**src/rtl/game_pkg.sv**
```systemverilog
// Shared definitions for the game timer round controller.
// The state encoding is fixed because other blocks decode the 3-bit value.
package game_pkg;

    typedef enum logic [2:0] {
        ST_IDLE    = 3'd0,
        ST_LOAD    = 3'd1,
        ST_RUN     = 3'd2,
        ST_PAUSED  = 3'd3,
        ST_EXPIRED = 3'd4
    } state_t;

    localparam int DEFAULT_TICK_DIV = 50_000_000;

endpackage

```
**src/rtl/tick_prescaler.sv**
```systemverilog
// Modulo-TICK_DIV counter that divides inter_clk into single-cycle count ticks.
// It holds its count while disabled, so a paused round keeps its partial tick.
module tick_prescaler
    import game_pkg::*;
#(
    parameter int TICK_DIV = DEFAULT_TICK_DIV
) (
    input  logic inter_clk,
    input  logic clr,
    input  logic en,
    input  logic sync_clr,
    output logic tick
);

    localparam int W = $clog2(TICK_DIV);
    localparam logic [W-1:0] LAST = W'(TICK_DIV - 1);

    logic [W-1:0] count_r;

    // Count register: cleared on load, advances and wraps only while enabled.
    always_ff @(posedge inter_clk or posedge clr) begin
        if (clr) begin
            count_r <= '0;
        end else if (sync_clr) begin
            count_r <= '0;
        end else if (en) begin
            if (count_r == LAST) begin
                count_r <= '0;
            end else begin
                count_r <= count_r + W'(1);
            end
        end else begin
            count_r <= count_r;
        end
    end

    assign tick = en & (count_r == LAST);

endmodule

```
**src/rtl/game_timer_ctrl.sv**
```systemverilog
// Round controller for the two-digit down-counter chain: sequences load/run/pause/expire
// and issues the per-digit decrement enables with ripple borrow from ones to tens.
module game_timer_ctrl
    import game_pkg::*;
#(
    parameter int TICK_DIV = DEFAULT_TICK_DIV
) (
    input  logic inter_clk,
    input  logic clr,
    input  logic start,
    input  logic pause,
    input  logic tc_ones,
    input  logic tc_tens,
    output logic ld,
    output logic cnt_ones,
    output logic cnt_tens,
    output logic running,
    output logic expired,
    output logic expire_pulse
);

    state_t state_r;
    state_t state_s;
    logic   tick_s;
    logic   psc_en_s;
    logic   psc_clr_s;
    logic   both_tc_s;
    logic   expire_pulse_r;

    assign both_tc_s = tc_ones & tc_tens;
    // start and pause both stall the prescaler so a restart never counts a stray tick.
    assign psc_en_s  = (state_r == ST_RUN) & ~pause & ~start;
    assign psc_clr_s = (state_r == ST_LOAD);

    tick_prescaler #(
        .TICK_DIV (TICK_DIV)
    ) u_prescaler (
        .inter_clk (inter_clk),
        .clr       (clr),
        .en        (psc_en_s),
        .sync_clr  (psc_clr_s),
        .tick      (tick_s)
    );

    // State register.
    always_ff @(posedge inter_clk or posedge clr) begin
        if (clr) begin
            state_r <= ST_IDLE;
        end else begin
            state_r <= state_s;
        end
    end

    // Next-state logic; priority is start > pause > expiry.
    always_comb begin
        state_s = state_r;
        case (state_r)
            ST_IDLE: begin
                if (start) state_s = ST_LOAD;
                else       state_s = ST_IDLE;
            end
            ST_LOAD: begin
                state_s = ST_RUN;
            end
            ST_RUN: begin
                if (start)                  state_s = ST_LOAD;
                else if (pause)             state_s = ST_PAUSED;
                else if (tick_s & both_tc_s) state_s = ST_EXPIRED;
                else                        state_s = ST_RUN;
            end
            ST_PAUSED: begin
                if (start)       state_s = ST_LOAD;
                else if (!pause) state_s = ST_RUN;
                else             state_s = ST_PAUSED;
            end
            ST_EXPIRED: begin
                if (start) state_s = ST_LOAD;
                else       state_s = ST_EXPIRED;
            end
            default: begin
                state_s = ST_IDLE;
            end
        endcase
    end

    // Expiry pulse: set only on the transition into EXPIRED.
    always_ff @(posedge inter_clk or posedge clr) begin
        if (clr) begin
            expire_pulse_r <= 1'b0;
        end else begin
            expire_pulse_r <= (state_s == ST_EXPIRED) && (state_r != ST_EXPIRED);
        end
    end

    assign ld           = (state_r == ST_LOAD);
    assign running      = (state_r == ST_RUN) | (state_r == ST_PAUSED);
    assign expired      = (state_r == ST_EXPIRED);
    assign expire_pulse = expire_pulse_r;
    assign cnt_ones     = tick_s & ~both_tc_s;
    assign cnt_tens     = tick_s & tc_ones & ~tc_tens;

endmodule

```
**config.mk**
```make
export PLATFORM = sky130hd
export DESIGN_NAME = game_timer_ctrl
export DESIGN_NICKNAME = d
export VERILOG_FILES = /design/src/rtl/game_pkg.sv /design/src/rtl/tick_prescaler.sv /design/src/rtl/game_timer_ctrl.sv
export SDC_FILE = /design/constraint.sdc
export NUM_CORES = 1
export LEC_CHECK = 0
export CORE_MARGIN = 2
export CORE_UTILIZATION = 40
export DETAILED_ROUTE_END_ITERATION = 16
export PLACE_DENSITY = 0.59
export SLEW_MARGIN = 20
export SYNTH_ARGS = -nofsm -noshare
export SYNTH_HDL_FRONTEND = slang
export SYNTH_SLANG_ARGS = --single-unit
```
**constraint.sdc**
```tcl
create_clock -name inter_clk -period 2.5 [get_ports inter_clk]
set_clock_uncertainty 0.15 [all_clocks]
set_input_delay 0.625 -clock inter_clk [delete_from_list [all_inputs] [get_ports inter_clk]]
set_output_delay 0.625 -clock inter_clk [all_outputs]
set_load 0.005 [all_outputs]
```
# Word level (Yosys, flattened, before mapping)
# Index checks and enable logic that the tools add are counted.
# word_totals
reg_bits	30
input_bits	6
out_inout_bits	6
word_cells	38
# op_classes
addsub	1
n_eq_ne	7
mux	11
bitwise	13
n_reduce_logical	3
# ops
cell	count
two-way mux 26 bit	3
adder 26 x 1 -> 26 bit, second input constant	1
equality test 26 bit, second input constant	1
one-hot mux 3 bit (5 select lines)	1
two-way mux 3 bit	4
bitwise AND 1 bit	8
equality test 3 x 2 -> 1 bit, second input constant	2
equality test 3 bit, second input constant	2
inverter 1 bit	4
equality test 3 x 1 -> 1 bit, second input constant	1
zero test 3 bit	1
!= test 3 bit, second input constant	1
two-way mux 1 bit	2
two-way mux 2 bit	1
nonzero test 2 bit	1
logical AND 1 bit	1
OR 1 bit	1

# Depth between registers and ports, before layout
# Gate-level depths: netlist of the first run.
# depth
depth_word	11
depth_mapped	7

# Hierarchy
# From an unflattened synthesis of the first run, not the netlist that was laid out.
# hier_totals
hier_cells	174
hier_area_um2	1639.1
# by_module_without_submodules
mod	instances	cells_each	area_per_inst_um2	seq_area_each_um2
tick_prescaler	1	150	1406.3	650.6
game_timer_ctrl	1	24	232.7	100.1

# Least setup slack after synthesis of the first run
# OpenSTA, ideal clock, no wires.
# synth_path
path_kind	register to output
startpoint	register u_prescaler.count_r[4]
endpoint	output port cnt_tens
arrival_ns	1.433
setup_slack_ns	0.292
path_stages_with_launch	6
cell_sequence	dfrtp_1 nand3_4 or4_1 nor2_1 nand2_1 nor3b_1
# synth_via
elab_chain_len	4
# synth_lines
element	line	source
start, declared	tick_prescaler.sv:18	logic [W-1:0] count_r;
start signal, assigned	tick_prescaler.sv:30	count_r <= count_r + W'(1);
start signal, assigned	tick_prescaler.sv:33	count_r <= count_r;
equality test 26 bit	tick_prescaler.sv:37	assign tick = en & (count_r == LAST);
bitwise AND 1 bit	tick_prescaler.sv:37	
bitwise AND 1 bit (2 in series)	game_timer_ctrl.sv:100	assign cnt_tens = tick_s & tc_ones & ~tc_tens;
end, declared	game_timer_ctrl.sv:16	output logic cnt_tens,
# No other way between the ends.

# Worst setup path after layout of the first run
# layout_path
startpoint	register u_prescaler.count_r[3]
endpoint	output port cnt_tens
# The elaborated chain is that of the path after synthesis.

==> metrics.cfg, run 1 <==
[run_status]
status = finished with violations
violations = negative setup slack

[synthesis]
synthAdderAreaFrac_pct = 0.751
ys_types = 39
synth.mux.area_fraction_pct = 0
synth_seq_cells = 30
synthArstFlopShare_pct = 100
synth_top_family_by_area = simple AND/OR/NAND/NOR gates
synthFlopType = dfrtp_1
synth_top_cell_area_share_pct = 45.0
synthSimpleGateAreaFrac_pct = 32.1
ys_seq_area_share_pct = 45.0
syn_inst = 176
synth_common_cells = 30 x dfrtp_1, 29 x nor2_1, 22 x xnor2_1, 11 x nand2_1, 11 x nor4_1
synth_area_leaders = dfrtp_1 45%, xnor2_1 12%, nor2_1 6.5%
syn-num-nets = 183
synth_edf_count = 0
synth_compound_area_share_pct = 5.41
syn_area_um2 = 1670
synth_xor_xnor_area_share_pct = 12.1
yosys_warnings = 0
synth.avg_cell_area_um2 = 9.47
yosysMostFrequentCell = dfrtp_1
yosysTopAreaCell = dfrtp_1

[timing]
hold_viol_final = 0
maxSlewHeadroom_pct = 53.4
period_share_pct = 103
slew_violations = 0
hold_slack_ns = 0.402
rsz0062_at_grt = true
setup_viol = 2
post-route-min-period_ns = 2.57
max_freq_ghz = 0.390
finalWorstSetupSlack_ns = -0.0663
tightest_slew_ns = 0.697

[clock_network]
cts_htree_levels = 2
clock_latency_ns = 0.28
hold_buffers = 0
numCtsBuffers = 5
cts-root-buf = clkbuf_8
cts_max_path_buffers = 2
clock_sinks = 30
clkTransAtPathRegs_ns = 0.06
cts_tree = done

[power_and_ir_drop]
p_per_area_nw_per_um2 = 586
max-vdd-ir-drop_mv = 0.390
p_leak_nw = 0.999

[global_routing]
grt_pass1_wl_um = 6820
grt_antenna_before_repair = 0
grt_usage_pct = 20.1
gr-total-overflow = 0
grt_pass1_vias = 1587
grt_max_degree = 31

[route]
wl_um = 4210
top_layer = met4
vias = 1477
met1_length_um = 1790
route.detailed.drc = 0
post_drt_wl_per_cell_um = 15.1
dr.pass1.iters = 4
vias_per_cell = 5.29
dr_wl_met3_um = 127
met2_length_um = 2210
drt_iter0_markers = 52
ant_nets = 0

[worst_setup_path]
cp.required_ns = 1.73
r2r-end = u_prescaler.count_r[25]
worstSetupPathType = flip-flop to primary output
cp-end-kind = primary output
slowest_delay_ns = 0.55
r2r_cells = 6
r2r-start = u_prescaler.count_r[9]
reg2reg_slack_ns = 0.21
slowest_stage = or4_4
start_kind = flip-flop
cp.arrival_ns = 1.79
crit_chain = nand3_2 > or4_4 > nor2_4 > nand2_2 > nor3b_2 > buf_2
cp_max_fo = 3

[layout]
finalNetCount = 237
drive_gt1_share_pct = 36.7
num_antenna_cells = 0
postLayoutCellArea_um2 = 2370
num-fill-cells = 352
area_growth_syn_to_layout_pct = 42.3

[floorplan]
die_h_um = 68.6
ios = 12
die_x_um = 68.6
coreArea_um2 = 4000
die_area_um2 = 4700
initial_core_util_pct = 41.7
core.rowCount = 23

[hold_path]
hold_start = u_prescaler.count_r[25]
hold_depth = 2
hold_end = u_prescaler.count_r[25]
hold_path.class = flip-flop to flip-flop

[run]
maxCapViolCount = 0

[placed_design]
dpl-instance-area_um2 = 2110
hpwl_um = 2890
gp_congestion = 0.780
port_buffers = 11

==> state kept, by name, indices dropped and copies added, names as in the netlist <==
signal and cells:
u_prescaler.count_r 26, state_r 3, expire_pulse 1
==> what timing repair did <==
action / CTS / global route
gates resized for setup: 16 / 22
endpoints found under the setup margin: 5 / 19
pin swaps: 6 / 1
buffers inserted: 2 / 0
==> report_power, final <==
group	leakage, nW	total [W]	internal (W)	switching [W]
registers	0.409	0.000572	0.000528	0.0000442
logic	0.547	0.000431	0.000196	0.000235
clock network	0.0431	0.000386	0.000212	0.000174
total	0.999	0.00139	0.000936	0.000454
==> cells by family after synthesis <==
| logic type | count (synthesis) |
|---|---|
| XOR/XNOR | 23 |
| AND/OR/NAND/NOR | 93 |
| flip-flops | 30 |
| AO/OA/AOI/OAI | 13 |
| buffers and inverters | 16 |
| adder cells (fa/ha/maj) | 1 |
==> layout make-up <==
class / instances / area [um^2] / share of cell area [%]
Multi-Input combinational cell: 130 / 1010 / 42.4
Sequential cell: 30 / 752 / 31.7
Timing Repair Buffer: 53 / 432 / 18.2
Clock buffer: 6 / 82.6 / 3.48
Tap cell: 50 / 62.6 / 2.64
Inverter: 10 / 37.5 / 1.58
==> layout by cell type (no fill, tap or decap), types with 3 or more instances in the layout <==
| cell type | count |
|---|---|
| clkdlybuf4s50_1 | 9 |
| nand2_1 | 10 |
| nor4_1 | 3 |
| dfrtp_1 | 29 |
| nand4_1 | 4 |
| a31oi_1 | 3 |
| nor3_2 | 4 |
| nor2_1 | 28 |
| nor4_2 | 6 |
| nor3_1 | 5 |
| inv_1 | 9 |
| nor4_4 | 5 |
| buf_4 | 40 |
| clkbuf_8 | 6 |
| nand3_1 | 6 |
| xnor2_1 | 22 |
==> stage by stage <==
step / setup slack [ns] / std cells / power, W / utilization [%] / TNS [ns]
global placement: -0.455 / 271 / 0.000966 / 52.8 / -4.92
CTS: -0.0962 / 279 / 0.00138 / 55.9 / -0.181
detailed placement: -0.461 / 271 / 0.000977 / 52.8 / -6.18
finish: -0.0663 / 279 / 0.00139 / 59.3 / -0.0843
floorplan: 0.292 / 176 / 0.000783 / - / 0
global route: -0.116 / 279 / 0.00147 / 59.3 / -0.342
==> how the worst max path moves through the flow <==
stage | startpoint | endpoint | depth (start not counted)
after CTS | u_prescaler.count_r[6] | cnt_tens | 6
after global routing | u_prescaler.count_r[6] | cnt_tens | 6
after detailed placement | start | cnt_tens | 5
after floorplan | u_prescaler.count_r[4] | cnt_tens | 5
final | u_prescaler.count_r[3] | cnt_tens | 6
after global placement | start | cnt_tens | 5
==> metal layers <==
layer | up-vias | GRT usage (%)
met5 | - | 0
met4 | 0 | 9.75
met3 | 8 | 5.19
met2 | 20 | 36.1
met1 | 730 | 21.9
li1 | 719 | -
==> critical path: cells and delay by family (launching register included) <==
family	cells	cell delay, ns
buffers and inverters	1	0.13
DFF	1	0.37
and+or+nand+nor	5	1.00
(Power assumes the default switching activity.)
==> run 2: changes to the inputs <==
- CAP_MARGIN: unset -> 30
- CORE_UTILIZATION: 40 -> 50
- PLACE_DENSITY: 0.59 -> 0.71
==> run 2 against run 1 <==
Effect of this change:
- the run still ends with negative setup slack left
- worst setup slack worse by 0.065 ns
- utilization up 16 points
- wire length up 0.31%
- power down 5.3%
- cell area down 1.6%
- register-to-register slack worse by 0.06 ns
- clock power down 32%
- non-clock buffer count up 8
- die area down 19%
- count of clock-buffer cells in the layout down 1
- via count up 4.5%
- critical path type unchanged
- largest power group unchanged
==> metrics.cfg, run 2 (synthesis gave the netlist of run 1 again) <==
[layout]
area_growth_syn_to_layout_pct = 40.0  ; was 42.3%
layout_commonest_cell = buf_4  ; unchanged
num_antenna_cells = 0  ; unchanged
ff_latch_area_um2 = 753  ; was 752 um^2
num-fill-cells = 250  ; was 352
drive_gt1_share_pct = 37.4  ; was 36.7%
final_cell_mix = 49 x buf_4, 28 x nor2_1, 28 x dfrtp_1, 22 x xnor2_1  ; was 40 x buf_4, 29 x dfrtp_1, 28 x nor2_1, 22 x xnor2_1, 10 x nand2_1
top_register = u_prescaler.count_r  ; unchanged
largest_reg_flops = 26  ; unchanged
finalNonFillerCells = 282  ; was 279
finalNetCount = 245  ; was 237
multi_input_area_um2 = 952  ; was 1010 um^2
postLayoutCellArea_um2 = 2330  ; was 2370 um^2

[placed_design]
port_buffers = 11  ; unchanged
hpwl_um = 3080  ; was 2890 um
gp_congestion = 0.842  ; was 0.780
pre_cts_ws_ns = -0.491  ; was -0.461 ns
place_inst = 268  ; was 271
dpl-instance-area_um2 = 2130  ; was 2110 um^2

[clock_network]
hold_buffers = 0  ; unchanged
cts_htree_levels = 2  ; unchanged
clock_latency_ns = 0.33  ; was 0.28 ns
cts_max_path_buffers = 2  ; unchanged
clkTransAtPathRegs_ns = 0.09  ; was 0.06 ns
cts-root-buf = clkbuf_4  ; was clkbuf_8
numCtsBuffers = 5  ; unchanged
cts_tree = done  ; unchanged
clock_sinks = 30  ; unchanged

[global_routing]
grt_usage_pct = 24.7  ; was 20.1%
grt_pass1_wl_um = 6740  ; was 6820 um
gr-total-overflow = 0  ; unchanged
grt_pass1_vias = 1524  ; was 1587
grt_antenna_before_repair = 0  ; unchanged
grt_max_degree = 31  ; unchanged

[worst_setup_path]
cp_max_fo = 3  ; unchanged
slowest_delay_ns = 0.54  ; was 0.55 ns
crit_buf_inv = 1  ; unchanged
cp-end-kind = primary output  ; unchanged
slowest_stage = or4_4  ; unchanged
crit_chain = nand3_4 > or4_4 > nor2_4 > nand2_2 > nor3b_2 > buf_2  ; was nand3_2 > or4_4 > nor2_4 > nand2_2 > nor3b_2 > buf_2
start_kind = flip-flop  ; unchanged
cp.required_ns = 1.73  ; about the same
cp.arrival_ns = 1.86  ; was 1.79 ns
path_delay_family = simple AND/OR/NAND/NOR gates  ; unchanged
worstSetupPathType = flip-flop to primary output  ; unchanged

[route]
vias = 1543  ; was 1477
drt_iter0_markers = 96  ; was 52
vias_per_cell = 5.47  ; was 5.29
route.detailed.drc = 0  ; unchanged
wl_um = 4220  ; was 4210 um
post_drt_wl_per_cell_um = 15.0  ; was 15.1 um
ant_nets = 0  ; unchanged
dr.pass1.iters = 4  ; unchanged

[timing]
period_share_pct = 105  ; was 103%
tightest_slew_ns = 0.514  ; was 0.697 ns
maxSlewHeadroom_pct = 65.6  ; was 53.4%
rsz0062_at_grt = true  ; unchanged
finalWorstSetupSlack_ns = -0.131  ; was -0.0663 ns
max_freq_ghz = 0.380  ; was 0.390 GHz
setup_viol = 2  ; unchanged
post-route-min-period_ns = 2.63  ; was 2.57 ns
slew_violations = 0  ; unchanged
hold_viol_final = 0  ; unchanged

[floorplan]
die_h_um = 61.7  ; was 68.6 um
coreArea_um2 = 3100  ; was 4000 um^2
die_x_um = 61.7  ; was 68.6 um
die_area_um2 = 3810  ; was 4700 um^2
core.rowCount = 20  ; was 23
initial_core_util_pct = 53.7  ; was 41.7%
ios = 12  ; unchanged

[power_and_ir_drop]
max-vdd-ir-drop_mv = 0.435  ; was 0.390 mV
p_leak_nw = 0.977  ; was 0.999 nW
p_per_area_nw_per_um2 = 564  ; was 586 nW/um^2

[run_status]
status = finished with violations  ; unchanged
violations = negative setup slack  ; unchanged

[hold_path]
hold_path.class = flip-flop to flip-flop  ; unchanged

[run]
maxCapViolCount = 0  ; unchanged

run 2: final cells by class:
cell class              instances  area share (%)
inverters                      10            1.61
clock inverters                 2           0.429
clock buffers                   5            1.61
well taps                      44            2.36
flip-flops and latches         30            32.3
multi-input cells             130            40.8
repair buffers                 61            20.9
run 2: where the power goes:
part           switching, W  total, W  internal, W
sequential        0.0000428  0.000571     0.000528
combinational      0.000245  0.000481     0.000236
clock              0.000163  0.000263     0.000101
total              0.000451   0.00132     0.000865
run 2: path summary, 6_finish.rpt:
check,slack (ns),from,endpoint,cells after the start
hold reg to reg,0.41,u_prescaler.count_r[25],u_prescaler.count_r[25],2
min in group asynchronous,0.50,clr,u_prescaler.count_r[13],3
setup / recovery,-0.13,u_prescaler.count_r[4],cnt_tens,6
max in group asynchronous,1.39,clr,state_r[0],3
setup reg to reg,0.15,u_prescaler.count_r[0],u_prescaler.count_r[20],9
hold / removal,0.41,u_prescaler.count_r[25],u_prescaler.count_r[25],2
run 2: repair_timing:
item | 4_1_cts | 5_1_grt
setup buffers | 2 | 5
pin swaps | 3 | 3
resized for setup | 17 | 14
endpoints found under the setup margin | 4 | 20
run 2: routing by layer:
| layer | vias to the layer above | routed length, um | global-route usage [%] |
|---|---|---|---|
| li1 | 740 | - | - |
| met1 | 757 | 1770 | 30.5 |
| met2 | 31 | 2230 | 39.7 |
| met3 | 15 | 107 | 6.21 |
| met4 | 0 | 112 | 13.7 |
| met5 | - | 0 | 0 |
run 2: through the flow:
stage | setup TNS (ns) | power, W | utilization (%) | hold WS [ns]
after floorplan | 0 | 0.000783 | - | 0.292
after global placement | -4.74 | 0.000968 | 68.6 | 0.381
after detailed placement | -6.34 | 0.000990 | 68.6 | 0.393
after CTS | -0.318 | 0.00127 | 71.5 | 0.410
after global routing | -0.562 | 0.00140 | 75.2 | 0.445
final | -0.209 | 0.00132 | 75.2 | 0.415
run 2: worst register-to-register path, cell delays in order, from the launching register on:
cell	delay (ns)
dfrtp_1	0.37
ha_1	0.20
nor4bb_4	0.30
nand3_2	0.13
buf_4	0.16
buf_4	0.11
or3_4	0.36
a21boi_2	0.22
buf_4	0.19
nor2_1	0.06
==> run 3: changes to the inputs <==
- SYNTH_HIERARCHICAL: unset -> 1
==> run 3 against run 2 <==
Effect of this change:
- critical endpoint is now cnt_ones
- largest cell class unchanged
- first-iteration DRC count down 47%
- the flow still finishes with violations (negative setup slack)
- sequential cell count unchanged
- power down 2.7%
- synthesized cell count down 1.1%
- register-to-register slack worse by 0.15 ns
- non-clock buffer count up 18
- critical path type is now primary input to primary output
- count of clock-buffer cells in the layout up 2
- sequential power down 5.8%
==> metrics.cfg, run 3 <==
[layout]
final_cell_mix = 63 x buf_4, 30 x dfrtp_1, 18 x nor2_1, 14 x a21oi_1, 13 x nand2_1  ; was 49 x buf_4, 28 x nor2_1, 28 x dfrtp_1, 22 x xnor2_1
drive_gt1_share_pct = 39.1  ; was 37.4%
top_register = u_prescaler/count_r  ; was u_prescaler.count_r
layout_commonest_cell = buf_4  ; unchanged
largest_reg_flops = 26  ; unchanged
finalNetCount = 263  ; was 245
post-route-util_pct = 78.3  ; was 75.2%
finalNonFillerCells = 300  ; was 282
num_antenna_cells = 0  ; unchanged
area_growth_syn_to_layout_pct = 47.1  ; was 40.0%

[run]
maxCapViolCount = 0  ; unchanged

[clock_network]
cts_max_path_buffers = 2  ; unchanged
clock_sinks = 30  ; unchanged
clock_latency_ns = 0.33  ; about the same
clkTransAtPathRegs_ns = 0.08  ; was 0.09 ns
cts_htree_levels = 2  ; unchanged
numCtsBuffers = 5  ; unchanged
hold_buffers = 0  ; unchanged
cts_tree = done  ; unchanged
cts-root-buf = clkbuf_4  ; unchanged

[floorplan]
initial_core_util_pct = 53.3  ; was 53.7%
die_h_um = 61.3  ; was 61.7 um
coreArea_um2 = 3080  ; was 3100 um^2
core.rowCount = 20  ; unchanged
die_area_um2 = 3750  ; was 3810 um^2
ios = 12  ; unchanged
die_x_um = 61.3  ; was 61.7 um

[route]
top_layer = met4  ; unchanged
met1_length_um = 1780  ; was 1770 um
vias = 1642  ; was 1543
route.detailed.drc = 0  ; unchanged
dr_wl_met3_um = 167  ; was 107 um
met2_length_um = 2310  ; was 2230 um
wl_um = 4400  ; was 4220 um
post_drt_wl_per_cell_um = 14.7  ; was 15.0 um
ant_nets = 0  ; unchanged
vias_per_cell = 5.47  ; about the same
drt_iter0_markers = 51  ; was 96
dr.pass1.iters = 5  ; was 4

[power_and_ir_drop]
max-vdd-ir-drop_mv = 0.275  ; was 0.435 mV
p_per_area_nw_per_um2 = 531  ; was 564 nW/um^2
p_leak_nw = 1.08  ; was 0.977 nW

[synthesis]
synth_area_leaders = dfrtp_1 46%, xnor2_1 4.8%, a21oi_1 4.6%  ; was dfrtp_1 45%, xnor2_1 12%, nor2_1 6.5%
synth.avg_cell_area_um2 = 9.42  ; was 9.47 um^2
synth_edf_count = 0  ; unchanged
synthArstFlopShare_pct = 100  ; unchanged
syn_area_um2 = 1640  ; was 1670 um^2
ys_types = 36  ; was 39
synth_common_cells = 30 x dfrtp_1, 18 x nor2_1, 15 x a21oi_1, 13 x nand2_1, 11 x inv_1  ; was 30 x dfrtp_1, 29 x nor2_1, 22 x xnor2_1, 11 x nand2_1, 11 x nor4_1
synth_top_cell_area_share_pct = 45.8  ; was 45.0%
yosysTopAreaCell = dfrtp_1  ; unchanged
synthFlopType = dfrtp_1  ; unchanged
syn_inst = 174  ; was 176
ys_seq_area_share_pct = 45.8  ; was 45.0%
yosys_warnings = 6  ; was 0
syn-num-nets = 181  ; was 183
synth_seq_cells = 30  ; unchanged
yosysMostFrequentCell = dfrtp_1  ; unchanged

[worst_setup_path]
crit_start = pause  ; was u_prescaler.count_r[4]
cp.arrival_ns = 1.93  ; was 1.86 ns
cp_max_fo = 2  ; was 3
r2r-start = state_r[1]  ; was u_prescaler.count_r[0]
cp-end-kind = primary output  ; unchanged
slowest_stage = nor4_4  ; was or4_4
crit_chain = clkbuf_2 > nor4_4 > buf_4 > inv_2 > nor4_4 > buf_4 > a21boi_2 > buf_2  ; was nand3_4 > or4_4 > nor2_4 > nand2_2 > nor3b_2 > buf_2
cp.required_ns = 1.73  ; about the same
worstSetupPathType = primary input to primary output  ; was flip-flop to primary output
start_kind = primary input  ; was flip-flop
slowest_delay_ns = 0.30  ; was 0.54 ns

[global_routing]
grt_pass1_wl_um = 7180  ; was 6740 um
grt_usage_pct = 27.1  ; was 24.7%
gr-total-overflow = 0  ; unchanged
grt_antenna_before_repair = 0  ; unchanged
grt_max_degree = 27  ; was 31
grt_pass1_vias = 1642  ; was 1524

[run_status]
violations = negative setup slack  ; unchanged
status = finished with violations  ; unchanged

[timing]
max_freq_ghz = 0.370  ; was 0.380 GHz
rsz0062_at_grt = true  ; unchanged
maxSlewHeadroom_pct = 71.3  ; was 65.6%
hold_viol_final = 0  ; unchanged
finalWorstSetupSlack_ns = -0.206  ; was -0.131 ns
setup_viol = 2  ; unchanged
tightest_slew_ns = 0.426  ; was 0.514 ns
period_share_pct = 108  ; was 105%
slew_violations = 0  ; unchanged
post-route-min-period_ns = 2.71  ; was 2.63 ns

[placed_design]
gp_congestion = 0.860  ; was 0.842
pre_cts_ws_ns = -0.922  ; was -0.491 ns
hpwl_um = 3230  ; was 3080 um
port_buffers = 11  ; unchanged
place_inst = 280  ; was 268

[hold_path]
hold_path.class = primary input to async pin  ; was flip-flop to flip-flop

[run 3: cell types whose count changed after synthesis, moves of 4 or more]
cell / change
or4_1: +5
o31ai_1: +4
nor3_1: -6
nor2_1: -11
or3_1: +7
nor4_1: -6
o21ai_0: +7
a21oi_1: +13
xnor2_1: -13
[run 3: worst max-delay path: cells and delay by family]
family,cells,cell delay (ns)
buffers and inverters,5,0.59
AO/OA/AOI/OAI,1,0.13
AND/OR/NAND/NOR,2,0.59
[run 3: what timing repair did]
action	in CTS	in global routing
endpoints found under the setup margin	17	15
resized for setup	26	8
pin swaps	10	10
setup buffers	11	5
[run 3: area by class of cell]
cell class,count,area (um^2)
clock buffers,7,45.0
fillers,212,667
inverters,11,41.3
multi-input cells,129,901
flip-flops and latches,30,751
well taps,44,55.1
repair buffers,79,618
[run 3: stage by stage]
stage | instance area (um^2) | setup TNS, ns | hold WS, ns | power, W
after floorplan | 1670 | -0.121 | 0.241 | 0.000729
after global placement | 2210 | -9.56 | 0.418 | 0.000902
after detailed placement | 2210 | -11.03 | 0.424 | 0.000923
after CTS | 2380 | -0.933 | 0.361 | 0.00127
after global routing | 2410 | -0.700 | 0.380 | 0.00136
final | 2410 | -0.393 | 0.374 | 0.00128
[run 3: logic make-up (layout without fill, tap and decap cells)]
family / Yosys count / count (layout) / share of synthesized area [%]
flip-flops: 30 / 30 / 45.8
buffers and inverters: 15 / 97 / 4.43
adder cells (fa/ha/maj): 1 / 1 / 0.763
AND/OR/NAND/NOR: 80 / 80 / 28.1
XOR/XNOR: 11 / 11 / 5.88
AO/OA/AOI/OAI: 37 / 37 / 15.0
[run 3: worst paths after layout]
path                                                 to  slack (ns)  depth (start not counted)
worst max register to register  u_prescaler/count_r[23]           0                          7
max in group asynchronous        u_prescaler/count_r[9]        1.40                          3
worst max-delay path                           cnt_ones       -0.21                          8
worst min-delay path                         state_r[0]        0.37                          2
worst min register to register  u_prescaler/count_r[25]        0.43                          2
min in group inter_clk          u_prescaler/count_r[25]        0.43                          2
[run 3: metal layers]
layer	vias to the layer above	track usage (%)
li1	801	-
met4	0	16.1
met1	785	30.9
met5	-	0
met3	15	5.46
met2	41	46.7
[run 3: power by group]
| part | total, W | switching [W] | leakage, nW | internal, W |
|---|---|---|---|---|
| clock network | 0.000257 | 0.000151 | 0.0254 | 0.000106 |
| logic | 0.000486 | 0.000234 | 0.641 | 0.000252 |
| registers | 0.000538 | 0.0000255 | 0.415 | 0.000512 |
| total | 0.00128 | 0.000410 | 1.08 | 0.000870 |
